<file path="src/rtl/gmrr_phase_addr_gen_if.sv">
// Handshake bundle for gmrr_phase_addr_gen: increment load, trigger stream, address and fraction streams.
// The slave modport is the generator side; the master modport drives triggers and consumes outputs.
interface gmrr_phase_addr_gen_if #(
  parameter int AWIDTH = 10,
  parameter int FWIDTH = 16
);
  logic [AWIDTH+FWIDTH-1:0] set_inc;
  logic                     set_stb;
  logic                     i_tlast;
  logic                     i_tvalid;
  logic                     i_tready;
  logic [AWIDTH-1:0]        o_tdata;
  logic                     o_tlast;
  logic                     o_tvalid;
  logic                     o_tready;
  logic [FWIDTH-1:0]        f_tdata;
  logic                     f_tlast;
  logic                     f_tvalid;
  logic                     f_tready;

  modport master (
    output set_inc, set_stb, i_tlast, i_tvalid, o_tready, f_tready,
    input  i_tready, o_tdata, o_tlast, o_tvalid, f_tdata, f_tlast, f_tvalid
  );

  modport slave (
    input  set_inc, set_stb, i_tlast, i_tvalid, o_tready, f_tready,
    output i_tready, o_tdata, o_tlast, o_tvalid, f_tdata, f_tlast, f_tvalid
  );
endinterface

</file>
<file path="src/rtl/gmrr_phase_addr_gen.sv">
// Trigger-driven phase accumulator emitting coefficient-RAM addresses and interpolation fractions.
// Define GMRR_FRAC_OUT_EN to enable the f_* fraction stream; otherwise it is tied off.
module gmrr_phase_addr_gen #(
  parameter int AWIDTH              = 10,
  parameter int FWIDTH              = 16,
  parameter int PHASE_RESET_ON_LAST = 1
) (
  input logic                  clk,
  input logic                  reset,
  input logic                  clear,
  gmrr_phase_addr_gen_if.slave bus
);

  localparam int PW = AWIDTH + FWIDTH;

  typedef enum logic {IDLE, RUN} state_t;

  state_t            state;
  logic [PW-1:0]     phase_p0;
  logic [PW-1:0]     inc;
  logic [PW-1:0]     pend;
  logic              pending;
  logic [AWIDTH-1:0] o_data_p1;
  logic              o_last_p1;
  logic              o_vld_p1;
  logic              ready_in;
  logic              accept;
  logic              transfer;

  function automatic logic [PW-1:0] phase_next(input logic [PW-1:0] p,
                                               input logic [PW-1:0] step,
                                               input logic          last);
    if (last && (PHASE_RESET_ON_LAST != 0)) return '0;
    return p + step;
  endfunction

  assign accept   = bus.i_tvalid & ready_in;
  // A pending increment only lands between packets, so INC is frozen inside a packet.
  assign transfer = pending & (((state == IDLE) & ~accept) | (accept & bus.i_tlast));

  assign bus.i_tready = ready_in;
  assign bus.o_tdata  = o_data_p1;
  assign bus.o_tlast  = o_last_p1;
  assign bus.o_tvalid = o_vld_p1;

`ifdef GMRR_FRAC_OUT_EN
  logic [FWIDTH-1:0] f_data_p1;
  logic              f_last_p1;
  logic              f_vld_p1;

  assign ready_in     = (~o_vld_p1 | bus.o_tready) & (~f_vld_p1 | bus.f_tready);
  assign bus.f_tdata  = f_data_p1;
  assign bus.f_tlast  = f_last_p1;
  assign bus.f_tvalid = f_vld_p1;
`else
  logic unused_f_tready;

  assign unused_f_tready = bus.f_tready;
  assign ready_in        = ~o_vld_p1 | bus.o_tready;
  assign bus.f_tdata     = '0;
  assign bus.f_tlast     = 1'b0;
  assign bus.f_tvalid    = 1'b0;
`endif

  always_ff @(posedge clk) begin
    if (reset || clear) begin
      state     <= IDLE;
      phase_p0  <= '0;
      inc       <= '0;
      pend      <= '0;
      pending   <= 1'b0;
      o_data_p1 <= '0;
      o_last_p1 <= 1'b0;
      o_vld_p1  <= 1'b0;
`ifdef GMRR_FRAC_OUT_EN
      f_data_p1 <= '0;
      f_last_p1 <= 1'b0;
      f_vld_p1  <= 1'b0;
`endif
    end else begin
      if (transfer) begin
        inc     <= pend;
        pending <= 1'b0;
      end
      // A coincident strobe wins the flag: old PEND moves to INC, new value waits.
      if (bus.set_stb) begin
        pend    <= bus.set_inc;
        pending <= 1'b1;
      end

      // Stage p0 -> p1: accepted trigger snapshots the phase, accumulator advances.
      if (accept) begin
        state    <= bus.i_tlast ? IDLE : RUN;
        phase_p0 <= phase_next(phase_p0, inc, bus.i_tlast);
      end

      if (o_vld_p1 && bus.o_tready) o_vld_p1 <= 1'b0;
      if (accept) begin
        o_vld_p1  <= 1'b1;
        o_data_p1 <= phase_p0[PW-1:FWIDTH];
        o_last_p1 <= bus.i_tlast;
      end
`ifdef GMRR_FRAC_OUT_EN
      if (f_vld_p1 && bus.f_tready) f_vld_p1 <= 1'b0;
      if (accept) begin
        f_vld_p1  <= 1'b1;
        f_data_p1 <= phase_p0[FWIDTH-1:0];
        f_last_p1 <= bus.i_tlast;
      end
`endif
    end
  end

endmodule

</file>
<file path="src/flat_wrapper.sv">
// flat-port wrapper written by rule: the top's interface ports become plain ports
module gmrr_phase_addr_gen_flat 
#(
  parameter int AWIDTH              = 10,
  parameter int FWIDTH              = 16,
  parameter int PHASE_RESET_ON_LAST = 1
)
  (clk, reset, clear, bus_set_inc, bus_set_stb, bus_i_tlast, bus_i_tvalid, bus_o_tready, bus_f_tready, bus_i_tready, bus_o_tdata, bus_o_tlast, bus_o_tvalid, bus_f_tdata, bus_f_tlast, bus_f_tvalid);
  gmrr_phase_addr_gen_if #(.AWIDTH(AWIDTH), .FWIDTH(FWIDTH)) bus_i ();
  input logic clk;
  input logic reset;
  input logic clear;
  input wire logic [$bits(bus_i.set_inc)-1:0] bus_set_inc;
  input wire logic [$bits(bus_i.set_stb)-1:0] bus_set_stb;
  input wire logic [$bits(bus_i.i_tlast)-1:0] bus_i_tlast;
  input wire logic [$bits(bus_i.i_tvalid)-1:0] bus_i_tvalid;
  input wire logic [$bits(bus_i.o_tready)-1:0] bus_o_tready;
  input wire logic [$bits(bus_i.f_tready)-1:0] bus_f_tready;
  output wire logic [$bits(bus_i.i_tready)-1:0] bus_i_tready;
  output wire logic [$bits(bus_i.o_tdata)-1:0] bus_o_tdata;
  output wire logic [$bits(bus_i.o_tlast)-1:0] bus_o_tlast;
  output wire logic [$bits(bus_i.o_tvalid)-1:0] bus_o_tvalid;
  output wire logic [$bits(bus_i.f_tdata)-1:0] bus_f_tdata;
  output wire logic [$bits(bus_i.f_tlast)-1:0] bus_f_tlast;
  output wire logic [$bits(bus_i.f_tvalid)-1:0] bus_f_tvalid;
  assign bus_i.set_inc = bus_set_inc;
  assign bus_i.set_stb = bus_set_stb;
  assign bus_i.i_tlast = bus_i_tlast;
  assign bus_i.i_tvalid = bus_i_tvalid;
  assign bus_i.o_tready = bus_o_tready;
  assign bus_i.f_tready = bus_f_tready;
  assign bus_i_tready = bus_i.i_tready;
  assign bus_o_tdata = bus_i.o_tdata;
  assign bus_o_tlast = bus_i.o_tlast;
  assign bus_o_tvalid = bus_i.o_tvalid;
  assign bus_f_tdata = bus_i.f_tdata;
  assign bus_f_tlast = bus_i.f_tlast;
  assign bus_f_tvalid = bus_i.f_tvalid;
  gmrr_phase_addr_gen #(.AWIDTH(AWIDTH), .FWIDTH(FWIDTH), .PHASE_RESET_ON_LAST(PHASE_RESET_ON_LAST)) u_core (.clk(clk), .reset(reset), .clear(clear), .bus(bus_i));
endmodule
</file>
<file path="config.mk">
export PLATFORM = sky130hd
export DESIGN_NAME = gmrr_phase_addr_gen_flat
export DESIGN_NICKNAME = d
export VERILOG_FILES = /design/src/rtl/gmrr_phase_addr_gen_if.sv /design/src/rtl/gmrr_phase_addr_gen.sv /design/src/flat_wrapper.sv
export SDC_FILE = /design/constraint.sdc
export NUM_CORES = 1
export LEC_CHECK = 0
export CAP_MARGIN = 20
export CORE_MARGIN = 10
export CORE_UTILIZATION = 60
export CTS_BUF_LIST = sky130_fd_sc_hd__clkbuf_8
export CTS_CLUSTER_SIZE = 8
export DETAILED_ROUTE_END_ITERATION = 6
export PLACE_DENSITY = 0.87
export REMOVE_ABC_BUFFERS = 1
export SKIP_LAST_GASP = 1
export SLEW_MARGIN = 20
export SYNTH_ARGS = -nofsm -noshare
export SYNTH_HDL_FRONTEND = slang
export SYNTH_SLANG_ARGS = --single-unit
</file>
<file path="constraint.sdc">
create_clock -name clk -period 5.5 [get_ports clk]
set_clock_uncertainty 0.05 [all_clocks]
set_input_delay 0.55 -clock clk [delete_from_list [all_inputs] [get_ports clk]]
set_output_delay 0.55 -clock clk [all_outputs]
set_load 0.05 [all_outputs]
</file>
==> Yosys cells after proc, flatten, opt, wreduce, memory -nomap -nowiden <==
Cells that the tools add are included.
{ "word_totals": {"input_bits": 34, "memories": 0, "ramBits": 0, "word_cells": 32, "rom_bits": 0, "ff_bits": 92, "latch_bits": 0, "out_inout_bits": 31} }
{ "op_classes": {"n_eq_ne": 0, "reduce_logical": 4, "mul": 0, "magnitude_cmp": 0, "n_bitwise": 9, "muxes": 10, "addsub": 1, "shifts": 0, "div": 0} }
{ "ops": {"columns": ["cell", "n"], "rows": [
  ["2-to-1 mux 26 bit", 2],
  ["adder 26 bit", 1],
  ["2-to-1 mux 1 bit", 8],
  ["AND 1 bit", 4],
  ["nonzero test 2 bit", 2],
  ["inverter 1 bit", 3],
  ["bitwise OR 1 bit", 2],
  ["logical AND 1 bit", 1],
  ["logical OR 1 bit", 1]
]} }

==> Longest topological paths before layout <==
Gate-level depths: netlist of run 1.
{ "depth": {"depth_word": 9, "depth_mapped": 11, "ltp_nobuf": 11} }

==> Worst setup path before layout of run 1 <==
OpenSTA, ideal clock, no wires.
{ "synth_timing": {"kind": "register -> register", "from": "register u_core.o_vld_p1, in the netlist u_core.bus.o_tvalid", "to": "register u_core.inc[18]", "synth_period_minus_slack_ns": 2.621, "path_slack_ns": 2.879, "setup_time_ns": 0.071, "path_stages_with_launch": 11, "t_required_ns": 5.379, "arrival_time_ns": 2.500, "cell_sequence": "dfxtp_1 nand2b_1 nand2_1 clkbuf_8 nor2_1 a21oi_1 and2_1 clkbuf_1 clkbuf_1 nand2_1 a21oi_1"} }
{ "synth_between": {"elab_chain_cells": 7, "elab_cells_between_ends": 8, "cone_classes": "bitwise (8)"} }
{ "synth_lines": {"columns": ["element", "line", "text"], "rows": [
  ["start, declared", "gmrr_phase_addr_gen.sv:25", "logic o_vld_p1;"],
  ["start signal, assigned", "gmrr_phase_addr_gen.sv:74", "o_vld_p1 <= 1'b0;"],
  ["start signal, assigned", "gmrr_phase_addr_gen.sv:97", "if (o_vld_p1 && bus.o_tready) o_vld_p1 <= 1'b0;"],
  ["start signal, assigned", "gmrr_phase_addr_gen.sv:99", "o_vld_p1 <= 1'b1;"],
  ["inverter 1 bit *", "gmrr_phase_addr_gen.sv:59", "assign ready_in = ~o_vld_p1 | bus.o_tready;"],
  ["bitwise OR 1 bit *", "gmrr_phase_addr_gen.sv:59", null],
  ["named net bus_i_tready", "flat_wrapper.sv:19", "output wire logic [$bits(bus_i.i_tready)-1:0] bus_i_tready;"],
  ["AND 1 bit *", "gmrr_phase_addr_gen.sv:37", "assign accept = bus.i_tvalid & ready_in;"],
  ["inverter 1 bit", "gmrr_phase_addr_gen.sv:39", "assign transfer = pending & (((state == IDLE) & ~accept) | (accept & bus.i_tlast));"],
  ["AND 1 bit", "gmrr_phase_addr_gen.sv:39", null],
  ["bitwise OR 1 bit *", "gmrr_phase_addr_gen.sv:39", null],
  ["AND 1 bit *", "gmrr_phase_addr_gen.sv:39", null],
  ["end signal, assigned", "gmrr_phase_addr_gen.sv:82", "inc <= pend;"],
  ["end, declared", "gmrr_phase_addr_gen.sv:20", "logic [PW-1:0] inc;"]
]} }
Mark *: on every way through the listed nets, which the timed path passes. The rest lies on a longest branch.
A chain may end at the register's enable or synchronous reset.

==> Worst setup path in the final report of run 1 <==
{ "layout_timing": {"from": "input bus_o_tready", "to": "register u_core.phase_p0[25]"} }
{ "layout_between": {"elab_chain_cells": 2} }
{ "layout_lines": {"columns": ["element", "line", "text"], "rows": [
  ["start, declared", "flat_wrapper.sv:17", "input wire logic [$bits(bus_i.o_tready)-1:0] bus_o_tready;"],
  ["bitwise OR 1 bit", "gmrr_phase_addr_gen.sv:59", null],
  ["AND 1 bit", "gmrr_phase_addr_gen.sv:37", null],
  ["end signal, assigned", "gmrr_phase_addr_gen.sv:94", "phase_p0 <= phase_next(phase_p0, inc, bus.i_tlast);"],
  ["end, declared", "gmrr_phase_addr_gen.sv:19", "logic [PW-1:0] phase_p0;"]
]} }
Every way passes these cells.

==> impl_metrics.xml, run 1 <==
<?xml version="1.0" encoding="UTF-8"?>
<metrics>
  <group name="status">
    <metric name="status" unit="">complete, no violations</metric>
  </group>
  <group name="global_route">
    <metric name="globalRouteOverflowTotal" unit="">0</metric>
    <metric name="largest_net_degree_at_the_start_of_global_routing" unit="">79</metric>
    <metric name="antenna_found_initial" unit="">0</metric>
    <metric name="grt_pass1_wl" unit="um">17500</metric>
    <metric name="grt_use_total" unit="">0.179</metric>
    <metric name="via_count_of_the_first_global_routing_pass" unit="">3811</metric>
  </group>
  <group name="setup_path">
    <metric name="critPathRequiredTime" unit="ns">5.74</metric>
    <metric name="crit-reg2reg-launch" unit="">u_core.bus.o_tvalid</metric>
    <metric name="ff2ff_path_depth" unit="">8</metric>
    <metric name="end_kind" unit="">flip-flop</metric>
    <metric name="critical_path.reg2reg.endpoint" unit="">u_core.phase_p0[25]</metric>
    <metric name="cp_max_fo" unit="">29</metric>
    <metric name="setup_slack_of_the_worst_register_to_register_path" unit="ns">2.32</metric>
    <metric name="worstPathArrival" unit="ns">3.80</metric>
    <metric name="setup.worst_path.start" unit="">bus_o_tready</metric>
    <metric name="start_kind" unit="">input pin</metric>
    <metric name="critPathKind" unit="">input pin to flip-flop</metric>
  </group>
  <group name="clock_network">
    <metric name="number_of_hold_buffers_added_after_cts" unit="">0</metric>
    <metric name="tritoncts" unit="">yes</metric>
    <metric name="cts_sinks" unit="">92</metric>
    <metric name="clk_latency" unit="ns">0.36</metric>
    <metric name="postCtsResizedCells" unit="">0</metric>
    <metric name="post-cts-setup-buffer-count" unit="">0</metric>
    <metric name="cts-root-buf" unit="">sky130_fd_sc_hd__clkbuf_8</metric>
    <metric name="numCtsBuffers" unit="">9</metric>
    <metric name="htreeDepth" unit="">3</metric>
    <metric name="worst_setup_hold_path_clk_slew" unit="ns">0.09</metric>
    <metric name="clock_tree.buffer_depth" unit="">2</metric>
  </group>
  <group name="sta">
    <metric name="setup_violations" unit="">0</metric>
    <metric name="final_critical_path_time_including_i_o_delays_and_setup" unit="ns">3.57</metric>
    <metric name="min_period_over_period" unit="">0.649</metric>
    <metric name="worst_pin_slew" unit="ns">1.01</metric>
    <metric name="slew_viol_final" unit="">0</metric>
    <metric name="rsz_0062_raised_after_global_routing" unit="">no</metric>
    <metric name="timing.max_slew.rel_slack" unit="">0.326</metric>
    <metric name="tns" unit="ns">0</metric>
    <metric name="hold_viol" unit="">0</metric>
    <metric name="achievable-frequency" unit="GHz">0.280</metric>
  </group>
  <group name="yosys">
    <metric name="async_flop_share" unit="">0</metric>
    <metric name="ys_seq_area_frac" unit="">0.396</metric>
    <metric name="yosys.area.top_type" unit="">sky130_fd_sc_hd__dfxtp_1</metric>
    <metric name="adder_and_majority_gate_portion_of_the_synthesized_area" unit="">0.0715</metric>
    <metric name="main_combinational_cell_family_by_area_after_synthesis" unit="">simple AND/OR/NAND/NOR gates</metric>
    <metric name="yosysMostFrequentCell" unit="">sky130_fd_sc_hd__nand2_1</metric>
    <metric name="synth-edff-count" unit="">0</metric>
    <metric name="yosys_register_bits" unit="">92</metric>
    <metric name="yosys-top-cells-count" unit="">107 x sky130_fd_sc_hd__nand2_1, 92 x sky130_fd_sc_hd__dfxtp_1, 60 x sky130_fd_sc_hd__a21oi_1, 51 x sky130_fd_sc_hd__nor2_1, 26 x sky130_fd_sc_hd__mux2i_1</metric>
    <metric name="postSynthAreaPerCell" unit="um^2">8.31</metric>
    <metric name="synth_compound_gate_area_share" unit="">0.184</metric>
    <metric name="area_of_the_mapped_netlist" unit="um^2">4660</metric>
    <metric name="synthCells" unit="">560</metric>
    <metric name="post-synth-top-area-fraction" unit="">0.396</metric>
    <metric name="synth.lib_cells_used.distinct" unit="">60</metric>
    <metric name="yosys.area_share.simple" unit="">0.185</metric>
    <metric name="post_synth_mux_area_share" unit="">0.0607</metric>
    <metric name="post_synth_xor_area_fraction" unit="">0.0357</metric>
    <metric name="synth.top_cells.by_area" unit="">sky130_fd_sc_hd__dfxtp_1 40%, sky130_fd_sc_hd__nand2_1 8.6%, sky130_fd_sc_hd__ha_1 6.7%</metric>
    <metric name="yosys_warnings" unit="">0</metric>
    <metric name="ys.flop_type" unit="">sky130_fd_sc_hd__dfxtp_1</metric>
  </group>
  <group name="detailed_routing">
    <metric name="route.final.wire_length" unit="um">10400</metric>
    <metric name="avgViaCountPerCell" unit="">5.56</metric>
    <metric name="postRouteAntennaNets" unit="">0</metric>
    <metric name="via_count" unit="">3853</metric>
    <metric name="drt-initial-drc-count" unit="">152</metric>
    <metric name="wl_per_cell" unit="um">15.0</metric>
    <metric name="drt-pass1-iter-count" unit="">4</metric>
    <metric name="post-route-drc-count" unit="">0</metric>
  </group>
  <group name="hold_path">
    <metric name="worst_hold_startpoint" unit="">u_core.pend[10]</metric>
    <metric name="whs_endpoint" unit="">u_core.inc[10]</metric>
    <metric name="path_category_of_the_worst_min_delay_check" unit="">flip-flop to flip-flop</metric>
    <metric name="worst_hold_path.num_cells" unit="">2</metric>
  </group>
  <group name="floorplan">
    <metric name="core-area" unit="um^2">7650</metric>
    <metric name="die_area" unit="um^2">11700</metric>
    <metric name="number_of_placed_i_o_pins" unit="">65</metric>
    <metric name="die_height" unit="um">108</metric>
    <metric name="die_width" unit="um">108</metric>
    <metric name="floorplan.rows" unit="">32</metric>
    <metric name="starting_utilization_of_the_core_area" unit="">0.609</metric>
  </group>
  <group name="placed_design">
    <metric name="dp_hpwl" unit="um">7420</metric>
    <metric name="numPlacedInstances" unit="">677</metric>
    <metric name="io_buffers" unit="">45</metric>
    <metric name="final_weighted_congestion_of_routability_driven_global_placement" unit="">0.906</metric>
  </group>
  <group name="pwr">
    <metric name="areal_power_density_over_the_cells" unit="nW/um^2">242</metric>
    <metric name="power_total" unit="mW">1.26</metric>
    <metric name="static-leakage-power" unit="nW">2.09</metric>
    <metric name="worst_ir_drop_vdd" unit="V">0.000170</metric>
  </group>
  <group name="run">
    <metric name="cap_viol_max_count" unit="">0</metric>
  </group>
  <group name="finish">
    <metric name="final.fill_count" unit="">660</metric>
    <metric name="count_of_non_filler_cells_in_the_finished_layout" unit="">693</metric>
    <metric name="antenna_cells" unit="">0</metric>
    <metric name="seq_area" unit="um^2">1840</metric>
    <metric name="layout-drive-gt1-share" unit="">0.0508</metric>
    <metric name="areaGrowthSynthToFinish" unit="%">12.4</metric>
    <metric name="layout.nets" unit="">646</metric>
    <metric name="multiInputGateArea" unit="um^2">2570</metric>
  </group>
</metrics>
-- how the worst max path moves through the flow --
stage,endpoint,depth (start not counted)
detailed placement,u_core.phase_p0[25],9
global placement,u_core.phase_p0[25],9
finish,u_core.phase_p0[25],9
CTS,u_core.phase_p0[25],9
global route,u_core.phase_p0[25],9
floorplan,u_core.phase_p0[25],7
-- metrics by stage --
step	instance area, um^2	util	worst slack [ns]	hold slack, ns
2_1_floorplan	4440	-	1.47	0.379
3_3_place_gp	5020	0.656	1.87	0.388
3_5_place_dp	5020	0.656	1.66	0.391
4_1_cts	5230	0.684	1.92	0.399
5_1_grt	5230	0.684	1.77	0.431
6_report	5230	0.684	1.93	0.398
-- kinds of logic (layout without fill, tap and decap cells) --
group / after synthesis / after routing
compound gates: 138 / 138
xor+xnor: 19 / 19
fa+ha+maj: 26 / 26
mux: 28 / 28
flops: 92 / 92
other cells: 1 / 18
simple gates: 201 / 201
buf+inv: 55 / 69
-- layout by cell type, fill, tap and decap left out, drive strengths merged, types with 4 or more instances in the layout --
| cell | n |
|---|---|
| dfxtp | 92 |
| xor2 | 11 |
| o21ai | 26 |
| clkdlybuf4s50 | 44 |
| nor3 | 7 |
| o21bai | 5 |
| ha | 25 |
| mux2i | 26 |
| a21oi | 60 |
| xnor2 | 8 |
| and3 | 5 |
| nand3 | 8 |
| nor2 | 51 |
| a21o | 13 |
| nand2 | 107 |
| o21a | 5 |
| inv | 7 |
| nand2b | 4 |
| conb | 18 |
| a211oi | 7 |
| clkbuf | 11 |
| nor2b | 4 |
| and2 | 4 |
-- layer usage --
layer | share of wire | global-route usage | wire length [um] | vias up
li1 | - | - | - | 1957
met1 | 0.47 | 0.229 | 4880 | 1801
met2 | 0.47 | 0.298 | 4940 | 82
met3 | 0.045 | 0.0357 | 473 | 13
met4 | 0.012 | 0.0544 | 127 | 0
met5 | 0 | 0 | 0 | -
-- power breakdown --
part	total, mW	internal, mW	leakage [nW]	switching [mW]
registers	0.681	0.676	0.744	0.00582
clock network	0.470	0.236	0.106	0.235
logic	0.113	0.0382	1.24	0.0744
total	1.26	0.949	2.09	0.315
-- registers in the layout (all words and copies together), names as in the netlist --
register,flops
u_core.bus.o_tlast,1
u_core.inc,26
u_core.bus.o_tvalid,1
u_core.phase_p0,26
u_core.pending,1
u_core.bus.o_tdata,10
u_core.state,1
u_core.pend,26
-- final cells by class --
| type | instances | share of cell area |
|---|---|---|
| multi-input combinational | 430 | 0.492 |
| sequential | 92 | 0.352 |
| timing repair buffer | 46 | 0.0866 |
| clock buffer | 11 | 0.0289 |
| tap | 102 | 0.0244 |
| clock inverter | 5 | 0.0115 |
| inverter | 7 | 0.00502 |
-- worst max-delay path, stage by stage --
cell	delay [ns]
sky130_fd_sc_hd__clkdlybuf4s50_1	0.46
sky130_fd_sc_hd__nand2b_1	0.16
sky130_fd_sc_hd__nand2_1	0.59
sky130_fd_sc_hd__or3_1	0.87
sky130_fd_sc_hd__nor2_1	0.20
sky130_fd_sc_hd__and3_4	0.21
sky130_fd_sc_hd__nand2b_1	0.08
sky130_fd_sc_hd__a2111oi_0	0.51
sky130_fd_sc_hd__o2bb2ai_1	0.17
Power figures use the tool's default switching activity.
==> inputs of run 2 (changes only) <==
--- a/config.mk
+++ b/config.mk
@@ -7,11 +7,11 @@
 export LEC_CHECK = 0
 export CAP_MARGIN = 20
 export CORE_MARGIN = 10
-export CORE_UTILIZATION = 60
+export CORE_UTILIZATION = 57
 export CTS_BUF_LIST = sky130_fd_sc_hd__clkbuf_8
 export CTS_CLUSTER_SIZE = 8
 export DETAILED_ROUTE_END_ITERATION = 6
-export PLACE_DENSITY = 0.87
+export PLACE_DENSITY = 0.84
 export REMOVE_ABC_BUFFERS = 1
 export SKIP_LAST_GASP = 1
 export SLEW_MARGIN = 20
==> constraint.sdc (replaced) <==
create_clock -name clk -period 3.64 [get_ports clk]
set_clock_uncertainty 0.05 [all_clocks]
set_input_delay 0.364 -clock clk [delete_from_list [all_inputs] [get_ports clk]]
set_output_delay 0.364 -clock clk [all_outputs]
set_load 0.05 [all_outputs]
==> run 2 against run 1 <==
Highest routed layer unchanged. Global-route usage decreased by 0.68 points. Largest power group unchanged. Sequential power increased by 51%. Worst hold slack improved by 0.0055 ns. Register-to-register slack got worse by 1.6 ns. Non-clock buffer count increased by 5. Critical endpoint is now u_core.phase_p0[22]. Clock power increased by 89%. Total power increased by 65%.
==> impl_metrics.xml, run 2 (synthesis results as in run 1) <==
<?xml version="1.0" encoding="UTF-8"?>
<metrics>
  <group name="status">
    <metric name="status" unit="">complete, no violations</metric>
  </group>
  <group name="run">
    <metric name="cap_viol_max_count" unit="">0</metric>
  </group>
  <group name="clock_network">
    <metric name="clock_tree.buffer_depth" unit="">2</metric>
    <metric name="cts-root-buf" unit="">sky130_fd_sc_hd__clkbuf_8</metric>
    <metric name="numCtsBuffers" unit="">9</metric>
    <metric name="tritoncts" unit="">yes</metric>
    <metric name="cts_sinks" unit="">92</metric>
    <metric name="number_of_hold_buffers_added_after_cts" unit="">0</metric>
    <metric name="clk_latency" unit="ns">0.37</metric>
    <metric name="worst_setup_hold_path_clk_slew" unit="ns">0.09</metric>
    <metric name="htreeDepth" unit="">3</metric>
    <metric name="postCtsResizedCells" unit="">0</metric>
    <metric name="post-cts-setup-buffer-count" unit="">0</metric>
  </group>
  <group name="placed_design">
    <metric name="io_buffers" unit="">45</metric>
    <metric name="placed_cell_area" unit="um^2">5050</metric>
    <metric name="numPlacedInstances" unit="">682</metric>
    <metric name="dp_hpwl" unit="um">7310</metric>
    <metric name="final_weighted_congestion_of_routability_driven_global_placement" unit="">0.910</metric>
  </group>
  <group name="finish">
    <metric name="final_common_cell" unit="">sky130_fd_sc_hd__nand2_1</metric>
    <metric name="layout.nets" unit="">651</metric>
    <metric name="areaGrowthSynthToFinish" unit="%">14.3</metric>
    <metric name="multiInputGateArea" unit="um^2">2570</metric>
    <metric name="count_of_non_filler_cells_in_the_finished_layout" unit="">698</metric>
    <metric name="seq_area" unit="um^2">1840</metric>
    <metric name="antenna_cells" unit="">0</metric>
    <metric name="fin_area" unit="um^2">5320</metric>
    <metric name="commonest_non_fill_non_tap_cells_in_the_layout" unit="">107 x sky130_fd_sc_hd__nand2_1, 92 x sky130_fd_sc_hd__dfxtp_1, 60 x sky130_fd_sc_hd__a21oi_1</metric>
    <metric name="final.fill_count" unit="">677</metric>
    <metric name="layout-drive-gt1-share" unit="">0.0537</metric>
    <metric name="finalCoreUtilization" unit="">0.678</metric>
    <metric name="top_regs" unit="">u_core.inc: 26 flops, u_core.pend: 26 flops, u_core.phase_p0: 26 flops</metric>
  </group>
  <group name="detailed_routing">
    <metric name="postRouteAntennaNets" unit="">0</metric>
    <metric name="avgViaCountPerCell" unit="">5.52</metric>
    <metric name="post-route-drc-count" unit="">0</metric>
    <metric name="via_count" unit="">3853</metric>
    <metric name="drt-initial-drc-count" unit="">158</metric>
    <metric name="route.final.wire_length" unit="um">10300</metric>
    <metric name="wl_per_cell" unit="um">14.8</metric>
    <metric name="drt-pass1-iter-count" unit="">4</metric>
  </group>
  <group name="global_route">
    <metric name="grt_pass1_wl" unit="um">17300</metric>
    <metric name="largest_net_degree_at_the_start_of_global_routing" unit="">79</metric>
    <metric name="antenna_found_initial" unit="">0</metric>
    <metric name="via_count_of_the_first_global_routing_pass" unit="">3737</metric>
    <metric name="grt_use_total" unit="">0.173</metric>
    <metric name="globalRouteOverflowTotal" unit="">0</metric>
  </group>
  <group name="setup_path">
    <metric name="critical_path.n_buffers_inverters" unit="">1</metric>
    <metric name="critPathRequiredTime" unit="ns">3.84</metric>
    <metric name="end_kind" unit="">flip-flop</metric>
    <metric name="slowest_delay" unit="ns">0.42</metric>
    <metric name="timing.critical_path.cells" unit="">ha_1 &gt; inv_1 &gt; fa_1 &gt; nor2b_1 &gt; o31a_2 &gt; o21a_2 &gt; a311o_1 &gt; a31oi_1 &gt; o41ai_1 &gt; xnor2_1 &gt; o21ai_0</metric>
    <metric name="start_kind" unit="">flip-flop</metric>
    <metric name="cp_max_fo" unit="">5</metric>
    <metric name="worstPathArrival" unit="ns">3.10</metric>
    <metric name="critical_path.slowest_cell" unit="">sky130_fd_sc_hd__o41ai_1</metric>
    <metric name="cpLargestDelayFamily" unit="">compound AO/OA/AOI/OAI gates</metric>
    <metric name="critPathKind" unit="">flip-flop to flip-flop</metric>
  </group>
  <group name="sta">
    <metric name="rsz_0062_raised_after_global_routing" unit="">no</metric>
    <metric name="worst_pin_slew" unit="ns">0.919</metric>
    <metric name="final_critical_path_time_including_i_o_delays_and_setup" unit="ns">2.90</metric>
    <metric name="hold_viol" unit="">0</metric>
    <metric name="min_period_over_period" unit="">0.797</metric>
    <metric name="fin_hold_ws" unit="ns">0.404</metric>
    <metric name="setup_violations" unit="">0</metric>
    <metric name="achievable-frequency" unit="GHz">0.345</metric>
    <metric name="timing.max_slew.rel_slack" unit="">0.386</metric>
    <metric name="slew_viol_final" unit="">0</metric>
  </group>
  <group name="floorplan">
    <metric name="starting_utilization_of_the_core_area" unit="">0.593</metric>
    <metric name="die_area" unit="um^2">12200</metric>
    <metric name="die_height" unit="um">110</metric>
    <metric name="number_of_placed_i_o_pins" unit="">65</metric>
    <metric name="core-area" unit="um^2">7850</metric>
    <metric name="floorplan.rows" unit="">32</metric>
    <metric name="die_width" unit="um">110</metric>
  </group>
  <group name="pwr">
    <metric name="power.clock.fraction" unit="">0.424</metric>
    <metric name="static-leakage-power" unit="nW">2.15</metric>
    <metric name="p_int" unit="mW">1.62</metric>
    <metric name="seq_power_share" unit="">0.493</metric>
    <metric name="worst_ir_drop_vdd" unit="V">0.000243</metric>
    <metric name="power.net_switching" unit="mW">0.468</metric>
    <metric name="switch_share" unit="">0.224</metric>
    <metric name="areal_power_density_over_the_cells" unit="nW/um^2">393</metric>
    <metric name="comb_power_share" unit="">0.083</metric>
  </group>
  <group name="hold_path">
    <metric name="path_category_of_the_worst_min_delay_check" unit="">flip-flop to flip-flop</metric>
  </group>
</metrics>
## run 2: layout make-up
type                       instances  area share
tap                              102      0.0240
sequential                        92       0.346
timing repair buffer              51      0.0922
inverter                           7     0.00494
multi-input combinational        430       0.483
clock buffer                      10      0.0259
clock inverter                     6      0.0240
## run 2: power groups by stage
stage                     logic, mW  registers (mW)  clock network [mW]
after floorplan               0.100            1.06                   0
after global placement        0.169            1.05                   0
after detailed placement      0.173            1.05                   0
after CTS                     0.174            1.03               0.897
after global routing          0.189            1.03               0.940
final                         0.174            1.03               0.886
## run 2: worst register-to-register path, delay by kind of cell, from the launching register on
kind                       cells  cell delay [ns]
AOI/OAI and AO/OA              6             1.34
adders and majority gates      2             0.58
DFF                            1             0.34
and+or+nand+nor                1             0.24
xor gates and xnor gates       1             0.17
buffers and inverters          1             0.06
## run 2: metal layers
| metal | routed length [um] | up-vias | track usage |
|---|---|---|---|
| met1 | 4880 | 1783 | 0.227 |
| met2 | 4630 | 100 | 0.279 |
| met5 | 0 | - | 0 |
| met3 | 628 | 13 | 0.0302 |
| li1 | - | 1957 | - |
| met4 | 157 | 0 | 0.0587 |
## run 2: worst paths after layout
path / start / to / slack (ns) / cells past startpoint
max reg2reg: u_core.inc[0] / u_core.phase_p0[22] / 0.74 / 11
min reg2reg: u_core.pend[15] / u_core.inc[15] / 0.40 / 2
max: u_core.inc[0] / u_core.phase_p0[22] / 0.74 / 11
min: u_core.pend[15] / u_core.inc[15] / 0.40 / 2
## run 2: per-stage QoR
stage / TNS, ns / total power, mW / worst slack [ns]
floorplan: -0.221 / 1.16 / -0.208
global placement: 0 / 1.22 / 0.823
detailed placement: 0 / 1.23 / 0.764
CTS: 0 / 2.10 / 0.768
global route: 0 / 2.16 / 0.558
finish: 0 / 2.09 / 0.740
